--- config.mk ---
export PLATFORM = sky130hd
export DESIGN_NAME = vga_sync_decoder
export DESIGN_NICKNAME = d
export VERILOG_FILES = /design/src/rtl/vga_pkg.sv /design/src/rtl/vga_expect.sv /design/src/rtl/vga_sync_decoder.sv
export SDC_FILE = /design/constraint.sdc
export NUM_CORES = 1
export LEC_CHECK = 0
export BUFFER_PORTS_ARGS = -buffer_cell sky130_fd_sc_hd__buf_2
export CAP_MARGIN = 20
export CORE_UTILIZATION = 28
export CTS_CLUSTER_SIZE = 14
export DETAILED_ROUTE_END_ITERATION = 8
export GPL_ROUTABILITY_DRIVEN = 0
export PLACE_DENSITY_LB_ADDON = 0.12
export RECOVER_POWER = 25
export REMOVE_ABC_BUFFERS = 1
export SYNTH_ARGS = -nofsm -noshare
export SYNTH_HDL_FRONTEND = slang
export SYNTH_HIERARCHICAL = 1
export SYNTH_SLANG_ARGS = --single-unit
--- constraint.sdc ---
create_clock -name clk -period 6.85 [get_ports clk]
set_clock_uncertainty 0.1 [all_clocks]
set_input_delay 0 -clock clk [delete_from_list [all_inputs] [get_ports clk]]
set_output_delay 0 -clock clk [all_outputs]
set_load 0.05 [all_outputs]
--- src/rtl/vga_pkg.sv ---
// Shared VGA timing constants (1024x768@60, 65 MHz pixel clock) and the
// types used by the timing-stream decoder.
package vga_pkg;

    localparam int HL_BLANK_START = 1024;
    localparam int HL_SYNC_START  = 1048;
    localparam int HL_SYNC_END    = 1184;
    localparam int HL_TOTAL_TIME  = 1344;

    localparam int VL_BLANK_START = 768;
    localparam int VL_SYNC_START  = 771;
    localparam int VL_SYNC_END    = 777;
    localparam int VL_TOTAL_TIME  = 806;

    localparam int COUNT_W = 11;

    typedef enum logic [1:0] {SEARCH, ACQUIRE, LOCKED} sync_dec_state_t;

    // Half-open window test lo <= pos < hi.
    function automatic logic in_window(input logic [COUNT_W-1:0] pos,
                                       input logic [COUNT_W-1:0] lo,
                                       input logic [COUNT_W-1:0] hi);
        return (pos >= lo) && (pos < hi);
    endfunction

endpackage

--- src/rtl/vga_expect.sv ---
// Maps a raster position to the sync/blank levels a conforming source drives there.
module vga_expect
    import vga_pkg::*;
#(
    parameter logic [COUNT_W-1:0] H_BLANK_START = COUNT_W'(HL_BLANK_START),
    parameter logic [COUNT_W-1:0] H_SYNC_START  = COUNT_W'(HL_SYNC_START),
    parameter logic [COUNT_W-1:0] H_SYNC_END    = COUNT_W'(HL_SYNC_END),
    parameter logic [COUNT_W-1:0] V_BLANK_START = COUNT_W'(VL_BLANK_START),
    parameter logic [COUNT_W-1:0] V_SYNC_START  = COUNT_W'(VL_SYNC_START),
    parameter logic [COUNT_W-1:0] V_SYNC_END    = COUNT_W'(VL_SYNC_END)
) (
    input  logic [COUNT_W-1:0] i_hc,
    input  logic [COUNT_W-1:0] i_vc,
    output logic               o_hsync,
    output logic               o_hblnk,
    output logic               o_vsync,
    output logic               o_vblnk
);

    assign o_hsync = in_window(i_hc, H_SYNC_START, H_SYNC_END);
    assign o_hblnk = (i_hc >= H_BLANK_START);
    assign o_vsync = in_window(i_vc, V_SYNC_START, V_SYNC_END);
    assign o_vblnk = (i_vc >= V_BLANK_START);

endmodule

--- src/rtl/vga_sync_decoder.sv ---
// Recovers raster position from a sync/blank stream, checks it against the
// expected timing, and reports lock, per-violation pulses and an error count.
module vga_sync_decoder
    import vga_pkg::*;
#(
    parameter int                 LOCK_FRAMES   = 2,
    parameter int                 ERR_W         = 8,
    parameter logic [COUNT_W-1:0] H_TOTAL       = COUNT_W'(HL_TOTAL_TIME),
    parameter logic [COUNT_W-1:0] H_BLANK_START = COUNT_W'(HL_BLANK_START),
    parameter logic [COUNT_W-1:0] H_SYNC_START  = COUNT_W'(HL_SYNC_START),
    parameter logic [COUNT_W-1:0] H_SYNC_END    = COUNT_W'(HL_SYNC_END),
    parameter logic [COUNT_W-1:0] V_TOTAL       = COUNT_W'(VL_TOTAL_TIME),
    parameter logic [COUNT_W-1:0] V_BLANK_START = COUNT_W'(VL_BLANK_START),
    parameter logic [COUNT_W-1:0] V_SYNC_START  = COUNT_W'(VL_SYNC_START),
    parameter logic [COUNT_W-1:0] V_SYNC_END    = COUNT_W'(VL_SYNC_END)
) (
    input  logic               clk,
    input  logic               rst,
    input  logic               hsync_in,
    input  logic               vsync_in,
    input  logic               hblnk_in,
    input  logic               vblnk_in,
    output logic [COUNT_W-1:0] hcount_out,
    output logic [COUNT_W-1:0] vcount_out,
    output logic               frame_start,
    output logic               locked,
    output logic               timing_err,
    output logic [ERR_W-1:0]   err_count
);

    localparam logic [COUNT_W-1:0] H_LAST = H_TOTAL - COUNT_W'(1);
    localparam logic [COUNT_W-1:0] V_LAST = V_TOTAL - COUNT_W'(1);
    localparam logic [3:0]         LOCK_N = 4'(LOCK_FRAMES);

    sync_dec_state_t    r_state, w_state_next;
    logic [COUNT_W-1:0] r_hc, r_vc, w_hc_next, w_vc_next;
    logic [3:0]         r_good, w_good_next;
    logic               r_origin, w_origin_next;
    logic               r_vs_prev;

    logic [COUNT_W-1:0] r_hcount, r_vcount, w_hcount_next, w_vcount_next;
    logic               r_frame_start, w_frame_start_next;
    logic               r_locked, w_locked_next;
    logic               r_timing_err, w_timing_err_next;
    logic [ERR_W-1:0]   r_err_count, w_err_count_next;

    logic w_exp_hs, w_exp_hb, w_exp_vs, w_exp_vb;
    logic w_mismatch, w_rise, w_at_origin, w_frame_end;

    vga_expect #(
        .H_BLANK_START (H_BLANK_START),
        .H_SYNC_START  (H_SYNC_START),
        .H_SYNC_END    (H_SYNC_END),
        .V_BLANK_START (V_BLANK_START),
        .V_SYNC_START  (V_SYNC_START),
        .V_SYNC_END    (V_SYNC_END)
    ) u_expect (
        .i_hc    (r_hc),
        .i_vc    (r_vc),
        .o_hsync (w_exp_hs),
        .o_hblnk (w_exp_hb),
        .o_vsync (w_exp_vs),
        .o_vblnk (w_exp_vb)
    );

    assign w_mismatch  = (hsync_in != w_exp_hs) | (hblnk_in != w_exp_hb) |
                         (vsync_in != w_exp_vs) | (vblnk_in != w_exp_vb);
    assign w_rise      = vsync_in & ~r_vs_prev;
    assign w_at_origin = (r_hc == '0) && (r_vc == '0);
    assign w_frame_end = (r_hc == H_LAST) && (r_vc == V_LAST);

    always_ff @(posedge clk) begin
        if (rst) begin
            r_state <= SEARCH;
        end else begin
            r_state <= w_state_next;
        end
    end

    // Only frames that start at a seen (0,0) count toward lock.
    always_comb begin
        w_state_next  = r_state;
        w_good_next   = r_good;
        w_origin_next = r_origin;
        unique case (r_state)
            SEARCH: begin
                if (w_rise) begin
                    w_state_next  = ACQUIRE;
                    w_good_next   = '0;
                    w_origin_next = 1'b0;
                end
            end
            ACQUIRE: begin
                if (w_mismatch) begin
                    w_state_next = SEARCH;
                end else begin
                    if (w_at_origin) begin
                        w_origin_next = 1'b1;
                    end
                    if (w_frame_end && r_origin) begin
                        w_good_next = r_good + 4'd1;
                        if (w_good_next == LOCK_N) begin
                            w_state_next = LOCKED;
                        end
                    end
                end
            end
            LOCKED: begin
                if (w_mismatch) begin
                    w_state_next = SEARCH;
                end
            end
            default: w_state_next = SEARCH;
        endcase
    end

    // The vsync rising sample sits at (0, V_SYNC_START); load the position after it.
    always_comb begin
        w_hc_next = '0;
        w_vc_next = '0;
        if (r_state == SEARCH) begin
            if (w_rise) begin
                w_hc_next = COUNT_W'(1);
                w_vc_next = V_SYNC_START;
            end
        end else if (w_state_next != SEARCH) begin
            if (r_hc == H_LAST) begin
                w_hc_next = '0;
                w_vc_next = (r_vc == V_LAST) ? '0 : r_vc + COUNT_W'(1);
            end else begin
                w_hc_next = r_hc + COUNT_W'(1);
                w_vc_next = r_vc;
            end
        end
    end

    always_comb begin
        w_hcount_next      = (r_state != SEARCH) ? r_hc : '0;
        w_vcount_next      = (r_state != SEARCH) ? r_vc : '0;
        w_frame_start_next = (r_state != SEARCH) && w_at_origin;
        w_locked_next      = (r_state == LOCKED) && !w_mismatch;
        w_timing_err_next  = (r_state == LOCKED) && w_mismatch;
        w_err_count_next   = r_err_count;
        if (w_timing_err_next && (r_err_count != '1)) begin
            w_err_count_next = r_err_count + ERR_W'(1);
        end
    end

    always_ff @(posedge clk) begin
        if (rst) begin
            r_hc          <= '0;
            r_vc          <= '0;
            r_good        <= '0;
            r_origin      <= 1'b0;
            r_vs_prev     <= 1'b0;
            r_hcount      <= '0;
            r_vcount      <= '0;
            r_frame_start <= 1'b0;
            r_locked      <= 1'b0;
            r_timing_err  <= 1'b0;
            r_err_count   <= '0;
        end else begin
            r_hc          <= w_hc_next;
            r_vc          <= w_vc_next;
            r_good        <= w_good_next;
            r_origin      <= w_origin_next;
            r_vs_prev     <= vsync_in;
            r_hcount      <= w_hcount_next;
            r_vcount      <= w_vcount_next;
            r_frame_start <= w_frame_start_next;
            r_locked      <= w_locked_next;
            r_timing_err  <= w_timing_err_next;
            r_err_count   <= w_err_count_next;
        end
    end

    assign hcount_out  = r_hcount;
    assign vcount_out  = r_vcount;
    assign frame_start = r_frame_start;
    assign locked      = r_locked;
    assign timing_err  = r_timing_err;
    assign err_count   = r_err_count;

endmodule
==> impl_metrics.py <==
metrics = {
    "global_route": {
        "grt-ovfl-total": 0,
        "grt_pass1_wl_um": 10800,
        "grt_use_total_pct": 13.7,
        "grt_max_degree": 28,
        "antenna_found_initial": 0,
        "grt_pass1_vias": 2120,
    },
    "die": {
        "die_w_um": 102,
        "start_util_pct": 28.8,
        "fp.dieH_um": 102,
        "io_pins": 39,
        "core-area_um2": 9730,
        "rows": 36,
        "die-area_um2": 10400,
    },
    "critical_path": {
        "crit_slowest_cell": "or4b_1",
        "crit_fanout": 11,
        "reg2reg_from": "r_vc[2]",
        "ff2ff_path_depth": 8,
        "r2r_slack_ns": 4.05,
        "worstPathArrival_ns": 2.98,
        "r2r_end": "r_hc[2]",
        "worstPathRequired_ns": 7.03,
        "cp_cell_sequence": "or4b_1 -> o21ai_0 -> and3_1 -> xnor2_1 -> and4_1 -> nand2_1 -> nand2b_1 -> nor2_1",
        "crit_path_start_kind": "flip-flop",
        "endpoint_kind": "flip-flop",
        "slowest_delay_ns": 0.54,
        "worstSetupPathType": "flip-flop to flip-flop",
    },
    "layout": {
        "n_antenna_cell": 0,
        "final_cell_mix": "dfxtp_1 (63), nor2_1 (32), clkbuf_1 (24)",
        "multi_input_area_um2": 1450,
        "seq_area_um2": 1260,
        "final_nets": 365,
        "synthToLayoutAreaGrowth_pct": 19.8,
        "layout_commonest_cell": "dfxtp_1",
        "final_core_util_pct": 34.5,
        "fill_cells": 1064,
        "drive_gt1_share_pct": 11.8,
    },
    "run_status": {
        "status": "finished, final reports clean",
    },
    "sta": {
        "slew_headroom_pct": 22.0,
        "final_hold_viol_count": 0,
        "slew_violations": 0,
        "fmax_mhz": 357,
        "setup_viol": 0,
        "rsz0062_at_grt": "false",
        "setup_tns_ns": 0,
        "period_needed_ns": 2.80,
        "period_share_pct": 40.9,
        "worst_hold_slack_ns": 0.132,
        "tightest_slew_ns": 1.17,
    },
    "place": {
        "port_buffers": 38,
        "dp_hpwl_um": 4600,
    },
    "min_path": {
        "holdPathStages": 4,
        "min_to": "r_state[1]",
        "min_path_type": "input port to flip-flop",
        "hp-start": "hblnk_in",
    },
    "yosys": {
        "syn_inst": 310,
        "ys_seq_area_share_pct": 45.0,
        "syn_area_um2": 2800,
        "syn_avg_cell_area_um2": 9.04,
        "async_reset_ff_share_pct": 0,
        "ys_seq_elements": 63,
        "synth_ff_type": "dfxtp_1",
        "ys_warn_count": 6,
        "synth.distinct_cells": 47,
        "synth_edf_count": 0,
    },
    "routing": {
        "first_pass_iters": 4,
        "drt_iter0_drc": 97,
        "wl_um": 6680,
        "wl_per_cell_um": 13.7,
        "ant_nets": 0,
        "viasPerCell": 4.74,
        "drc": 0,
        "vias": 2318,
    },
    "pwr": {
        "p_leak_nw": 1.16,
        "peakVddDrop_mv": 0.103,
        "power.density_nw_per_um2": 240,
        "total_power_mw": 0.805,
    },
    "run": {
        "drv_cap": 0,
    },
    "cts": {
        "clock_sinks": 63,
        "root_buffer": "clkbuf_8",
        "cts_tree": "done",
        "cts-resized-gates": 0,
        "numCtsBuffers": 9,
        "ctsLongestPathBuffers": 2,
        "clkSlewWorstSetupHoldPaths_ns": 0.08,
        "clock_latency_ns": 0.35,
        "post-cts-setup-buffers": 0,
        "h-tree-depth": 3,
    },
}
## worst max path at each step
| stage | startpoint | endpoint | slack [ns] | depth (start not counted) |
|---|---|---|---|---|
| floorplan | r_vc[2] | err_count[2] | 4.53 | 8 |
| global placement | r_vc[2] | r_hc[10] | 4.13 | 8 |
| detailed placement | r_vc[2] | r_hc[2] | 4.03 | 8 |
| CTS | r_vc[2] | r_hc[2] | 4.00 | 8 |
| global route | r_vc[2] | r_hc[2] | 3.80 | 8 |
| finish | r_vc[2] | r_hc[2] | 4.05 | 8 |
## routing by layer
layer | wire [um] | vias to the layer above | GRT usage (%)
met5 | 0 | - | 0
met4 | 87 | 0 | 5.27
met3 | 187 | 8 | 3.69
met2 | 2950 | 40 | 20.3
met1 | 3460 | 1091 | 18.9
li1 | - | 1179 | -
## worst max-delay path: cells and delay by family, from the launching register on
family          cells  cell delay (ns)
compound gates      1             0.09
simple gates        6             2.00
xor+xnor            1             0.14
flops               1             0.40
## per-stage QoR
step / setup slack [ns] / instances / instance area [um^2]
detailed placement: 4.03 / 471 / 3110
finish: 4.05 / 489 / 3360
floorplan: 4.53 / 299 / 2750
global placement: 4.13 / 470 / 3100
CTS: 4.00 / 489 / 3390
global route: 3.80 / 489 / 3360
## repair_timing
| action | in CTS | in global routing |
|---|---|---|
| endpoints found under the setup margin | 0 | 0 |
| hold buffers | 2 | 0 |
| hold endpoints to repair | 6 | 0 |
## synthesized netlist by cell type (4+ instances only)
cell | n | share of area (%)
nand4_1 | 6 | 1.3
nand2_1 | 18 | 2.4
nor4_1 | 4 | 0.89
o21a_1 | 4 | 1.1
ha_1 | 8 | 3.6
xor2_1 | 8 | 2.5
nand2b_1 | 6 | 1.3
o21ai_0 | 15 | 2.7
a21oi_1 | 15 | 2.7
xnor2_1 | 11 | 3.4
nor2_1 | 32 | 4.3
and3_1 | 4 | 0.89
dfxtp_1 | 63 | 45
inv_1 | 10 | 1.3
nor3_1 | 15 | 2.7
a31oi_1 | 4 | 0.89
or4_1 | 4 | 1.1
and2_1 | 17 | 3.8
nand3_1 | 15 | 2.7
clkbuf_1 | 9 | 1.2
## final cells by class
class	instances	share of cell area, %
well taps	133	4.96
flip-flops and latches	63	37.6
multi-input cells	226	43.1
repair buffers	41	5.70
inverters	10	1.12
clock inverters	6	3.47
clock buffers	10	4.10
## flip-flops by register name, indices dropped and copies added, names as in the netlist, 2 cells and up
signal      count
err_count       8
hcount_out     11
r_good          4
r_hc           11
r_state         2
r_vc           11
vcount_out     11
## logic make-up after synthesis
logic type	share of synthesized area, %
multiplexers	0.759
flip-flops	45.0
XOR/XNOR	5.94
AND/OR/NAND/NOR	31.1
AO/OA/AOI/OAI	10.2
adder cells (fa/ha/maj)	3.57
buffers and inverters	3.35
## where the power goes
group | switching, mW | leakage [nW] | internal, mW
clock network | 0.153 | 0.127 | 0.254
registers | 0.00372 | 0.509 | 0.369
logic | 0.0165 | 0.522 | 0.00889
total | 0.173 | 1.16 | 0.632
No activity file was read; power rests on OpenSTA's default activity.
